**config.mk**
```make
export PLATFORM = sky130hd
export DESIGN_NAME = spi_flash_burst
export DESIGN_NICKNAME = d
export VERILOG_FILES = /design/src/rtl/spi_flash_burst.sv
export SDC_FILE = /design/constraint.sdc
export NUM_CORES = 1
export LEC_CHECK = 0
export BUFFER_PORTS_ARGS = -buffer_cell sky130_fd_sc_hd__buf_2
export CAP_MARGIN = 5
export CORE_ASPECT_RATIO = 1.2
export CORE_MARGIN = 2
export CORE_UTILIZATION = 49
export DETAILED_ROUTE_END_ITERATION = 10
export GPL_ROUTABILITY_DRIVEN = 1
export PLACE_DENSITY_LB_ADDON = 0.25
export SYNTH_ARGS = -nofsm -noshare
export SYNTH_HDL_FRONTEND = slang
export SYNTH_SLANG_ARGS = --single-unit
```
**constraint.sdc**
```tcl
create_clock -name clk -period 2.5 [get_ports clk]
set_input_delay 0.125 -clock clk [delete_from_list [all_inputs] [get_ports clk]]
set_output_delay 0.125 -clock clk [all_outputs]
set_load 0.05 [all_outputs]
```
**src/rtl/spi_flash_burst.sv**
```systemverilog
// rtl/spi_flash_burst.sv - SPI mode-0 NOR-flash burst reader (single command/address, N words)
module spi_flash_burst #(
  parameter int ADDR_BITS   = 24,
  parameter int CLK_DIV     = 1,
  parameter bit FAST_READ   = 1'b0,
  parameter int MAX_LEN     = 8,
  parameter int CS_HIGH_CYC = 2,
  parameter int LEN_W       = $clog2(MAX_LEN + 1)
) (
  input  logic                 clk,
  input  logic                 rst_n,
  input  logic                 req_valid,
  output logic                 req_ready,
  input  logic [ADDR_BITS-3:0] req_word_addr,
  input  logic [LEN_W-1:0]     req_len,
  output logic                 rd_valid,
  output logic [31:0]          rd_data,
  output logic                 rd_last,
  output logic                 busy,
  output logic                 spi_clk,
  output logic                 spi_cs_n,
  output logic                 spi_mosi,
  input  logic                 spi_miso
);

  localparam int SR_W  = 16 + ADDR_BITS;
  localparam int DIV_W = (CLK_DIV > 1) ? $clog2(CLK_DIV) : 1;
  localparam int GAP_W = (CS_HIGH_CYC > 1) ? $clog2(CS_HIGH_CYC) : 1;
  localparam logic [7:0] CMD = FAST_READ ? 8'h0B : 8'h03;

  typedef enum logic [2:0] {IDLE, CMD_S, ADDR_S, DUMMY_S, DATA_S, GAP_S} state_t;
  state_t state_q, state_d;

  logic [DIV_W-1:0] div_cnt;
  logic [5:0]       bit_cnt;
  logic [LEN_W-1:0] word_cnt, len_m1;
  logic [GAP_W-1:0] gap_cnt;
  logic [SR_W-2:0]  tx_sr;
  logic [30:0]      rx_sr;
  logic shifting, tick, sck_rise, sck_fall, phase_end, accept, word_end;

  assign req_ready = (state_q == IDLE);
  assign busy      = !req_ready;
  assign accept    = req_valid && req_ready;
  assign shifting  = state_q inside {CMD_S, ADDR_S, DUMMY_S, DATA_S};
  assign tick      = shifting && (div_cnt == DIV_W'(CLK_DIV - 1));
  assign sck_rise  = tick && !spi_clk;
  assign sck_fall  = tick && spi_clk;
  assign word_end  = (state_q == DATA_S) && (bit_cnt == 6'd31);

  // Phases advance on the SCK falling edge that closes their last bit.
  always_comb begin
    state_d   = state_q;
    phase_end = 1'b0;
    case (state_q)
      IDLE:    if (req_valid) state_d = CMD_S;
      CMD_S: begin
        phase_end = sck_fall && (bit_cnt == 6'd7);
        if (phase_end) state_d = ADDR_S;
      end
      ADDR_S: begin
        phase_end = sck_fall && (bit_cnt == 6'(ADDR_BITS - 1));
        if (phase_end) state_d = FAST_READ ? DUMMY_S : DATA_S;
      end
      DUMMY_S: begin
        phase_end = sck_fall && (bit_cnt == 6'd7);
        if (phase_end) state_d = DATA_S;
      end
      DATA_S: begin
        phase_end = sck_fall && word_end && (word_cnt == len_m1);
        if (phase_end) state_d = GAP_S;
      end
      GAP_S:   if (gap_cnt == GAP_W'(CS_HIGH_CYC - 1)) state_d = IDLE;
      default: state_d = IDLE;
    endcase
  end

  always_ff @(posedge clk or negedge rst_n) begin
    if (!rst_n) begin
      state_q  <= IDLE;
      div_cnt  <= '0;
      bit_cnt  <= '0;
      word_cnt <= '0;
      len_m1   <= '0;
      gap_cnt  <= '0;
      tx_sr    <= '0;
      rx_sr    <= '0;
      spi_clk  <= 1'b0;
      spi_cs_n <= 1'b1;
      spi_mosi <= 1'b0;
      rd_valid <= 1'b0;
      rd_last  <= 1'b0;
      rd_data  <= '0;
    end else begin
      state_q  <= state_d;
      rd_valid <= 1'b0;
      if (accept) begin
        div_cnt  <= '0;
        bit_cnt  <= '0;
        word_cnt <= '0;
        gap_cnt  <= '0;
        spi_clk  <= 1'b0;
        spi_cs_n <= 1'b0;
        spi_mosi <= CMD[7];
        tx_sr    <= {CMD[6:0], req_word_addr, 2'b00, 8'h00};
        len_m1   <= (req_len == '0) ? '0 :
                    (req_len > LEN_W'(MAX_LEN)) ? LEN_W'(MAX_LEN - 1) : req_len - LEN_W'(1);
      end else if (shifting) begin
        div_cnt <= tick ? '0 : div_cnt + DIV_W'(1);
        if (tick) spi_clk <= !spi_clk;
        if (sck_rise) begin
          rx_sr <= {rx_sr[29:0], spi_miso};
          // Bytes arrive MSB-first; the first byte of each word lands in [7:0].
          if (word_end) begin
            rd_valid <= 1'b1;
            rd_last  <= (word_cnt == len_m1);
            rd_data  <= {rx_sr[6:0], spi_miso, rx_sr[14:7], rx_sr[22:15], rx_sr[30:23]};
          end
        end
        if (sck_fall) begin
          tx_sr    <= tx_sr << 1;
          spi_mosi <= tx_sr[SR_W-2];
          bit_cnt  <= (phase_end || word_end) ? '0 : bit_cnt + 6'd1;
          if (word_end) word_cnt <= word_cnt + LEN_W'(1);
          if (state_q == DATA_S && phase_end) spi_cs_n <= 1'b1;
        end
      end else if (state_q == GAP_S) begin
        gap_cnt <= gap_cnt + GAP_W'(1);
      end
    end
  end

endmodule

```
Yosys cells after proc, flatten, opt, wreduce, memory -nomap -nowiden:

Index checks and enable logic that the tools add are counted.

* equal/unequal tests: 16
* bitwise operators: 2
* add/subtract/negate cells: 5
* muxes and demuxes: 41
* reductions and logical operators: 31
* $lt $le $gt $ge: 1

Operators by type and width (number)
* two-way mux 39 bit: 3
* two-way mux 4 bit: 6
* two-way mux 6 bit: 4
* two-way mux 1 bit: 20
* two-way mux 3 bit: 6
* one-hot mux 3 bit (6 select lines): 1
* equality test 6 x 5 -> 1 bit, second input constant: 2
* nonzero test 2 bit: 6
* logical AND 1 bit: 10
* inequality test 2 x 1 -> 1 bit, second input constant: 5
* AND reduction 3 bit: 3
* adder 6 x 1 -> 6 bit, second input constant: 1
* equality test 3 x 2 -> 1 bit, second input constant: 2
* equality test 3 bit, second input constant: 2
* equality test 6 x 3 -> 1 bit, second input constant: 1
* AND reduction 2 bit: 3
* AND reduction 6 bit: 1
* adder 4 x 1 -> 4 bit, second input constant: 1
* equality test 4 bit: 1
* greater-than comparator 4 bit, second input constant: 1
* zero test 4 bit: 1
* inequality test 2 bit, second input constant: 2
* AND reduction 4 bit: 1
* nonzero test 4 bit: 1
* other kinds (9): 12

* flip-flop bits (word level): 126
* output and inout port bits: 39
* input port bits: 30

Depth between registers and ports, before layout:

Gate-level depths: netlist (run 1).

* depth in word-level cells: 12
* gate-level depth with buffers: 8
* depth with buffers taken out: 6

Worst setup path before layout (run 1):

Ideal clock, no wire load.

* path kind: register to register
* start point: register state_q[0]
* end point: register rd_data[0]
* required time: 2.372 ns
* path slack: 0.494 ns
* arrival: 1.878 ns
* clock period less this slack: 2.006 ns
* library setup time: 0.128 ns
* cell stages (with the launch flop): 9
* cells stage by stage: dfrtp_1 buf_2 or3_1 buf_2 nand3_2 nand2b_1 buf_4 buf_6 mux2_1

* longest elaborated chain between the ends: 5
* elaborated cells between the ends (all ways): 12
* classes of those cells: 4 x eq/ne; 1 x bitwise; 7 x reduce/logical

Ends and longest elaborated chain
* from (decl): RTL line 32 `state_t state_q, state_d;`
* from (signal assigned): RTL line 95 `state_q <= state_d;`
* equality test 3 x 1 -> 1 bit, or another cell as far along: RTL line 45 `assign shifting = state_q inside {CMD_S, ADDR_S, DUMMY_S, DATA_S};`
* nonzero test 4 bit: RTL line 45
* logical AND 1 bit: RTL line 46 `assign tick = shifting && (div_cnt == DIV_W'(CLK_DIV - 1));`
* logical AND 1 bit: RTL line 47 `assign sck_rise = tick && !spi_clk;`
* AND reduction 4 bit (no line) (*)
* to (signal assigned): RTL line 117 `rd_data <= {rx_sr[6:0], spi_miso, rx_sr[14:7], rx_sr[22:15], rx_sr[30:23]};`
* to (decl): RTL line 17 `output logic [31:0] rd_data,`

Every way passes the cells marked *; elsewhere a longest branch is shown, timed or not.
A chain may end at the register's enable or synchronous reset.

Worst setup path after layout (run 1):

* start point: register state_q[2]
* end point: register bit_cnt[3]

* longest elaborated chain between the ends: 12
* elaborated cells between the ends (all ways): 24
* classes of those cells: 4 x eq/ne; 5 x mux; 15 x reduce/logical

Ends and longest elaborated chain
* equality test 3 x 1 -> 1 bit, or another cell as far along: RTL line 45, 55
* nonzero test 4 bit: RTL line 45
* logical AND 1 bit: RTL line 46
* logical AND 1 bit: RTL line 48 `assign sck_fall = tick && spi_clk;`
* logical AND 1 bit (2 in a row): RTL line 70 `phase_end = sck_fall && word_end && (word_cnt == len_m1);`
* one-hot mux 1 bit (3 select lines): RTL line 55 `case (state_q)`
* logical OR 1 bit: RTL line 123 `bit_cnt <= (phase_end || word_end) ? '0 : bit_cnt + 6'd1;`
* two-way mux 6 bit: RTL line 123
* two-way mux 6 bit: RTL line 120 `if (sck_fall) begin`
* two-way mux 6 bit: RTL line 108 `end else if (shifting) begin`
* two-way mux 6 bit: RTL line 97 `if (accept) begin`
* to (signal assigned): RTL line 123
* to (decl): RTL line 35 `logic [5:0] bit_cnt;`

Several ways; a longest one is shown, not always the timed one. The select of a mux whose other input is x is not followed.

==> results of run 1 <==
## metal layers
metal / part of all wire [%] / global-route usage (%)
met4: 1.7 / 7.90
met2: 50 / 30.6
met3: 4.6 / 5.68
met5: 0 / 0
met1: 44 / 24.9
## registers in the layout, summed over array words and instances (netlist names), 3 cells and up
name,cells
bit_cnt,6
len_m1,4
word_cnt,4
tx_sr,29
rx_sr,31
rd_data,32
state_q,3
## cell usage after synthesis, types with 2 or more instances
library cell    n
o31ai_1         3
clkbuf_1        8
nor2b_1         2
nand2_1        72
or3_1           3
nand2b_1        5
nor4_1          2
dfrtp_1       115
buf_2          12
xor2_1          4
mux2i_1         3
a21oi_1         8
o21ai_0        12
a22oi_1        21
nor2_1         13
nand4_1         2
and3_1          2
inv_1           9
mux2_1         29
mux2_2         35
o211ai_1        2
nor3_1          3
maj3_1          2
a31oi_1         3
nand3_1        19
buf_6           3
ha_1            3
nand4b_1        2
## per-stage QoR
stage / utilization [%] / instance area (um2) / setup WS (ns) / total power [uW]
finish: 63.2 / 6260 / 0.312 / 4530
global route: 63.2 / 6260 / 0.148 / 4700
CTS: 63.2 / 6260 / 0.322 / 4570
detailed placement: 54.6 / 5410 / 0.366 / 2100
global placement: 54.6 / 5410 / 0.451 / 2100
floorplan: - / 4940 / 0.494 / 2020
## worst min-delay path by stage
| stage | start | to | slack [ns] | depth (start not counted) |
|---|---|---|---|---|
| 6_report | req_len[3] | len_m1[2]$_DFFE_PN0P_ | 0.06 | 3 |
| 5_1_grt | req_len[3] | len_m1[2]$_DFFE_PN0P_ | 0.07 | 3 |
| 4_1_cts | req_len[3] | len_m1[2]$_DFFE_PN0P_ | 0.05 | 3 |
| 3_5_place_dp | rst_n | rd_data[3]$_DFFE_PN0P_ | 0.19 | 1 |
| 3_3_place_gp | rst_n | rd_data[3]$_DFFE_PN0P_ | 0.18 | 1 |
| 2_1_floorplan | rst_n | bit_cnt[0]$_DFFE_PN0P_ | -0.17 | 0 |
## critical path, cell delays in order, from the launching register on
cell	delay, ns
dfrtp_1	0.65
or3_1	0.32
and3_1	0.45
buf_4	0.39
a41oi_1	0.16
o21ai_1	0.14
## report_power, final
part,switching (uW),internal (uW)
logic,80.2,77.6
registers,25.1,1920
clock network,795,1630
total,900,3630
## repair_timing
item | CTS | global route
hold endpoints to repair | 71 | 0
resized for setup | 0 | 0
hold buffers | 25 | 0
## logic make-up after synthesis
family,count (synthesis),synth area share [%]
AO/OA/AOI/OAI,58,7.93
AND/OR/NAND/NOR,133,12.5
buffers and inverters,34,3.42
multiplexers,67,15.2
adder cells (fa/ha/maj),5,1.17
flip-flops,116,58.8
XOR/XNOR,5,0.887
## cell type report
cell class | instances | area, um2
Clock buffer | 22 | 474
Fill cell | 808 | 3650
Tap cell | 126 | 158
Timing Repair Buffer | 103 | 693
Inverter | 9 | 33.8
Multi-Input combinational cell | 268 | 1870
Clock inverter | 9 | 126
Sequential cell | 116 | 2900
==> impl_metrics.ini, run 1 <==
[timing]
maxSlewViolCount = 0
post-route-min-period_ns = 2.19
fin_skew_ns = 0.00780
setup_tns_ns = 0
setup_viol = 0
holdWs_ns = 0.0555
worstMarginPinSlew_ns = 0.608
fmax_ghz = 0.457
finalHoldViolations = 0
post-route-period-util_pct = 87.5
rsz0062_at_grt = false
max_slew_margin_pct = 59.5

[worst_setup_path]
cp-endpoint = bit_cnt[3]$_DFFE_PN0P_
cp_max_fo = 32
r2r-start = state_q[2]$_DFFE_PN0P_
crit_path_end_kind = flip-flop
criticalPathCategory = reg2reg
regToRegSetupSlack_ns = 0.31
critPathRequiredTime_ns = 2.83
r2r_cells = 5
cp-start-kind = flip-flop
worstPathArrival_ns = 2.51
r2r_end = bit_cnt[3]$_DFFE_PN0P_
worstSetupStartpoint = state_q[2]$_DFFE_PN0P_

[final_layout]
drive_gt1_share_pct = 28.3
final_common_cell = dfrtp_1
final_cell_mix = dfrtp_1, nand2_1, buf_2
insertedDiodeCount = 0
fin_cells = 653
area_growth_pct = 26.9
fin_nets = 548

[global_route]
grt_start_max_net_pins = 70
grt.total_usage_pct = 19.3
antenna_found_initial = 0
grt_pass1_vias = 3512
gr-total-overflow = 0
grt_pass1_wl_mm = 16.4

[placed_design]
io_buffers = 68
place_congestion = 0.818
place_inst = 597
hpwl_mm = 5.92

[logic_synthesis]
syn-num-nets = 451
synth_top_area_share_pct = 58.3
synth_area_leaders = dfrtp_1, mux2_2, mux2_1
synth-seq-cells = 116
avgSynthCellArea_um2 = 11.8
syn-cell-area_um2 = 4940
yosys.area.top_type = dfrtp_1
ys_async_sr_fraction_pct = 100
yosysSeqAreaShare_pct = 58.8
ys_warn_count = 0
synth_edf_count = 0
netlist_instances = 418
synth_cell_types = 49
synthFlopType = dfrtp_1

[clock_network]
postCtsSetupBuffers = 0
cts-root-buf = clkbuf_16
clock_latency_ns = 0.40
ctsHtreeMaxLevel = 4
clk_transition_reported_paths_ns = 0.05
cts_buffer_depth = 2
cts-buffers-inserted = 17
cts_tree = done
cts_num_sinks = 116

[floorplanning]
initial_core_util_pct = 49.8
core_um2 = 9910
die_area_um2 = 10900
ios = 69
die_h_um = 114
die_x_um = 95.6
fp-row-count = 40

[route]
vias_per_cell = 5.38
vias = 3511
ant_nets = 0
totalWireLength_mm = 9.43
drt-pass1-iter-count = 4
drtIter0Drc = 199
route.detailed.drc = 0
wire_per_inst_um = 14.4

[run_status]
status = finished clean

[job]
drv_cap = 0

[power_and_ir_drop]
power_density_nw_per_um2 = 723
leakagePower_uw = 0.00321
peakVddDrop_v = 0.000471

[min_path]
holdCritPathClass = in2reg
Note: power is estimated with default switching activity, not from simulation.
==> run 2, diff against run 1 <==
Settings changed: PLACE_DENSITY set to 0.67, PLACE_DENSITY_LB_ADDON 0.25 to unset.
==> impl_metrics.ini, run 2 (synthesized netlist as in run 1, its figures left out) <==
[clock_network]
clock_latency_ns = 0.42
cts_buffer_depth = 2
cts-buffers-inserted = 17
cts_tree = done
cts_resized = 0
cts-root-buf = clkbuf_16
ctsHtreeMaxLevel = 4
cts_num_sinks = 116
clk_transition_reported_paths_ns = 0.05

[final_layout]
insertedDiodeCount = 0
final_cell_mix = dfrtp_1, nand2_1, buf_2
fin_cells = 655
final_common_cell = dfrtp_1
area_growth_pct = 27.2
top_register = rd_data
largest_reg_flops = 32
drive_gt1_share_pct = 28.4
fin_nets = 549
top_regs = rd_data x32, rx_sr x31, tx_sr x29
design_area_um2 = 6280

[worst_setup_path]
cp.depth = 5
cp_slowest_stage_delay_ns = 0.62
criticalPathCategory = reg2reg
critPathRequiredTime_ns = 2.84
regToRegSetupSlack_ns = 0.40
r2r_end = bit_cnt[3]$_DFFE_PN0P_
worstSetupStartpoint = state_q[2]$_DFFE_PN0P_
crit_family = simple AND/OR/NAND/NOR gates
r2r-start = state_q[2]$_DFFE_PN0P_
crit_path_end_kind = flip-flop
worstPathArrival_ns = 2.44
cp_max_fo = 33
critical-path-slowest-cell = dfrtp_1
cp-endpoint = bit_cnt[3]$_DFFE_PN0P_
cp_num_buf_inv = 1
cp-start-kind = flip-flop
path_cells = or3_1, and3_1, buf_4, a41oi_1, o21ai_1
r2r_cells = 5

[route]
ant_nets = 0
wire_per_inst_um = 14.3
drtIter0Drc = 168
route.detailed.drc = 0
vias_per_cell = 5.27
met2_wirelength_mm = 4.67
drt-pass1-iter-count = 5
vias = 3455
wl_met1_mm = 4.14
routed-wl-met3_um = 409
highest_layer = met4
totalWireLength_mm = 9.36

[floorplanning]
core_um2 = 9910
die_x_um = 95.6
initial_core_util_pct = 49.8
fp-row-count = 40
die_area_um2 = 10900
ios = 69
die_h_um = 114

[power_and_ir_drop]
peakVddDrop_v = 0.000473
leakagePower_uw = 0.00322
power_density_nw_per_um2 = 719

[placed_design]
io_buffers = 68
dpl_cell_area_um2 = 5430
place_inst = 598
place_congestion = 0.835
pre_cts_slack_ns = 0.417
hpwl_mm = 5.95

[global_route]
gr-total-overflow = 0
grt_pass1_vias = 3514
antenna_found_initial = 0
grt_pass1_wl_mm = 16.0
grt_start_max_net_pins = 53
grt.total_usage_pct = 18.9

[timing]
maxSlewViolCount = 0
worst_slack_ns = 0.395
fin_skew_ns = 0.0160
setup_tns_ns = 0
fmax_ghz = 0.475
worstMarginPinSlew_ns = 0.692
setup_viol = 0
holdWs_ns = 0.0634
post-route-period-util_pct = 84.2
max_slew_margin_pct = 53.9
finalHoldViolations = 0
post-route-min-period_ns = 2.10
rsz0062_at_grt = false

[min_path]
holdCritPathClass = in2reg

[run_status]
status = finished clean

[job]
drv_cap = 0
-- run 2: cell count changes in the layout (fill, tap and decap cells not counted) --
cell / delta
buf_12: +1
clkbuf_1: +1
clkbuf_8: -1
clkinv_2: +1
clkinvlp_4: +1
inv_6: -1
-- run 2: how the worst min path moves through the flow --
stage / slack, ns / depth (start not counted) / end / startpoint
finish: 0.06 / 3 / len_m1[2]$_DFFE_PN0P_ / req_len[3]
global placement: 0.20 / 1 / rd_data[2]$_DFFE_PN0P_ / rst_n
global route: 0.09 / 3 / len_m1[2]$_DFFE_PN0P_ / req_len[3]
floorplan: -0.17 / 0 / bit_cnt[0]$_DFFE_PN0P_ / rst_n
CTS: 0.06 / 3 / len_m1[2]$_DFFE_PN0P_ / req_len[3]
detailed placement: 0.21 / 1 / rd_data[2]$_DFFE_PN0P_ / rst_n
-- run 2: stage by stage --
step	total power (uW)	utilization, %
floorplan	2020	-
global placement	2100	54.8
detailed placement	2110	54.8
CTS	4560	63.3
global route	4680	63.3
finish	4520	63.3
-- run 2: final cells by class --
cell class / count / area [um2]
Fill cell: 757 / 3630
Sequential cell: 116 / 2900
Multi-Input combinational cell: 268 / 1870
Timing Repair Buffer: 104 / 713
Inverter: 9 / 33.8
Clock buffer: 22 / 464
Tap cell: 126 / 158
Clock inverter: 10 / 130
-- run 2: tightest hold or removal path, cell delays in order --
cell	delay, ns
buf_2	0.11
a21oi_1	0.05
a21oi_1	0.14
-- run 2: report_power, final --
part | switching [uW] | internal [uW]
registers | 25.9 | 1920
logic | 80.9 | 80.9
clock network | 804 | 1610
total | 911 | 3600
-- run 2: timing repair --
action                                 4_1_cts  5_1_grt
endpoints found under the hold margin       75        0
hold buffers                                25        0
setup buffers                                0        0
-- run 2: per-layer routing --
metal,vias up,global-route usage (%)
met5,-,0
met4,0,8.00
met3,14,5.81
met2,67,30.3
met1,1706,23.5
li1,1668,-
==> run 3, diff against run 2 <==
Clock period 2.5 ns to 2.1 ns, I/O delays scaled along.
==> impl_metrics.ini, run 3 (synthesized netlist as in run 1, its figures left out) <==
[timing]
setup_viol = 0
maxSlewViolCount = 0
worstMarginPinSlew_ns = 0.630
setup_tns_ns = 0
post-route-period-util_pct = 93.4
worst_slack_ns = 0.139
fmax_ghz = 0.510
post-route-min-period_ns = 1.96
rsz0062_at_grt = false
finalHoldViolations = 0
fin_skew_ns = 0.00931
max_slew_margin_pct = 58.0

[worst_setup_path]
crit_family = buffers and inverters
cp_max_fo = 7
crit_path_end_kind = output pin
worstPathArrival_ns = 1.86
cp-start-kind = flip-flop
critPathRequiredTime_ns = 2.00
cp_slowest_stage_delay_ns = 0.47
criticalPathCategory = reg2out
path_cells = or3_1, buf_4, inv_1, buf_2
cp_num_buf_inv = 3
critical-path-slowest-cell = dfrtp_1

[placed_design]
pre_cts_slack_ns = 0.145
dpl_cell_area_um2 = 5450
io_buffers = 68
place_congestion = 0.824
hpwl_mm = 5.88

[power_and_ir_drop]
leakagePower_uw = 0.00322
power_density_nw_per_um2 = 836
peakVddDrop_v = 0.000557

[floorplanning]
initial_core_util_pct = 49.8
ios = 69
die_x_um = 95.6
die_area_um2 = 10900
die_h_um = 114
core_um2 = 9910
fp-row-count = 40

[final_layout]
fin_nets = 553
seq_area_um2 = 2900
top_register = rd_data
area_growth_pct = 27.1
largest_reg_flops = 32
drive_gt1_share_pct = 28.6
design_area_um2 = 6270
insertedDiodeCount = 0
fillCellCount = 826
final_cell_mix = dfrtp_1, nand2_1, buf_2
final_common_cell = dfrtp_1
multi_input_area_um2 = 1890
top_regs = rd_data x32, rx_sr x31, tx_sr x29

[global_route]
grt.total_usage_pct = 19.6
antenna_found_initial = 0
grt_pass1_vias = 3597
grt_start_max_net_pins = 117
grt_pass1_wl_mm = 16.4
gr-total-overflow = 0

[route]
ant_nets = 0
vias = 3479
drtIter0Drc = 160
wire_per_inst_um = 14.3
totalWireLength_mm = 9.41
drt-pass1-iter-count = 4
route.detailed.drc = 0
vias_per_cell = 5.30

[min_path]
holdCritPathClass = in2reg

[clock_network]
cts-buffers-inserted = 17
ctsHtreeMaxLevel = 4
cts-root-buf = clkbuf_16
clock_latency_ns = 0.41
cts_num_sinks = 116
cts_tree = done
cts_buffer_depth = 2
postCtsSetupBuffers = 0
clk_transition_reported_paths_ns = 0.05

[run_status]
status = finished clean

[job]
drv_cap = 0
## run 3: changes by cell type in the layout (fill, tap and decap cells not counted), sizes merged
cell / previous run / this run
clkinv: 5 / 3
clkinvlp: 2 / 0
bufinv: 3 / 2
buf: 79 / 83
clkbuf: 22 / 25
## run 3: metrics by stage
stage / hold slack [ns] / total power [uW] / utilization [%] / std cells
after floorplan: -0.191 / 2400 / - / 418
after global placement: 0.240 / 2500 / 55.0 / 602
after detailed placement: 0.241 / 2510 / 55.0 / 602
after CTS: 0.0408 / 5310 / 63.2 / 657
after global routing: 0.0630 / 5450 / 63.3 / 657
final: 0.0553 / 5240 / 63.3 / 657
## run 3: final cells by class
type,count,area share [%]
flip-flops and latches,116,46.3
multi-input cells,268,30.1
repair buffers,108,11.6
clock buffers,25,7.74
well taps,126,2.51
clock inverters,5,1.20
inverters,9,0.538
## run 3: path summary, 6_finish.rpt
kind	startpoint	end	slack, ns	depth (start not counted)
max reg2reg	bit_cnt[0]$_DFFE_PN0P_	word_cnt[3]$_DFFE_PN0P_	0.15	5
min in group asynchronous	rst_n	rd_data[3]$_DFFE_PN0P_	0.29	3
min	req_len[3]	len_m1[2]$_DFFE_PN0P_	0.06	3
min reg2reg	tx_sr[34]$_DFFE_PN0P_	tx_sr[35]$_DFFE_PN0P_	0.46	2
max	state_q[1]$_DFFE_PN0P_	req_ready	0.14	4
max in group asynchronous	rst_n	tx_sr[25]$_DFFE_PN0P_	1.31	3
## run 3: timing repair
action,4_1_cts,5_1_grt
endpoints found under the hold margin,140,0
setup endpoints to repair,0,6
resized for setup,0,2
hold buffers,25,0
## run 3: per-layer routing
layer,track usage [%],routed length (um)
met1,23.7,3940
met2,31.3,4930
met3,7.20,441
met4,8.29,107
met5,0,0
## run 3: report_power, final
part | leakage [uW] | switching (uW) | internal (uW)
Combinational | 0.00144 | 96.1 | 92.5
Sequential | 0.00151 | 29.9 | 2280
Clock | 0.000277 | 924 | 1820
## run 3: worst register-to-register path: stages, from the launching register on
cell     delay (ns)
dfrtp_1        0.38
ha_1           0.24
and3_1         0.21
nand4_1        0.29
or4_1          0.58
a21oi_1        0.16
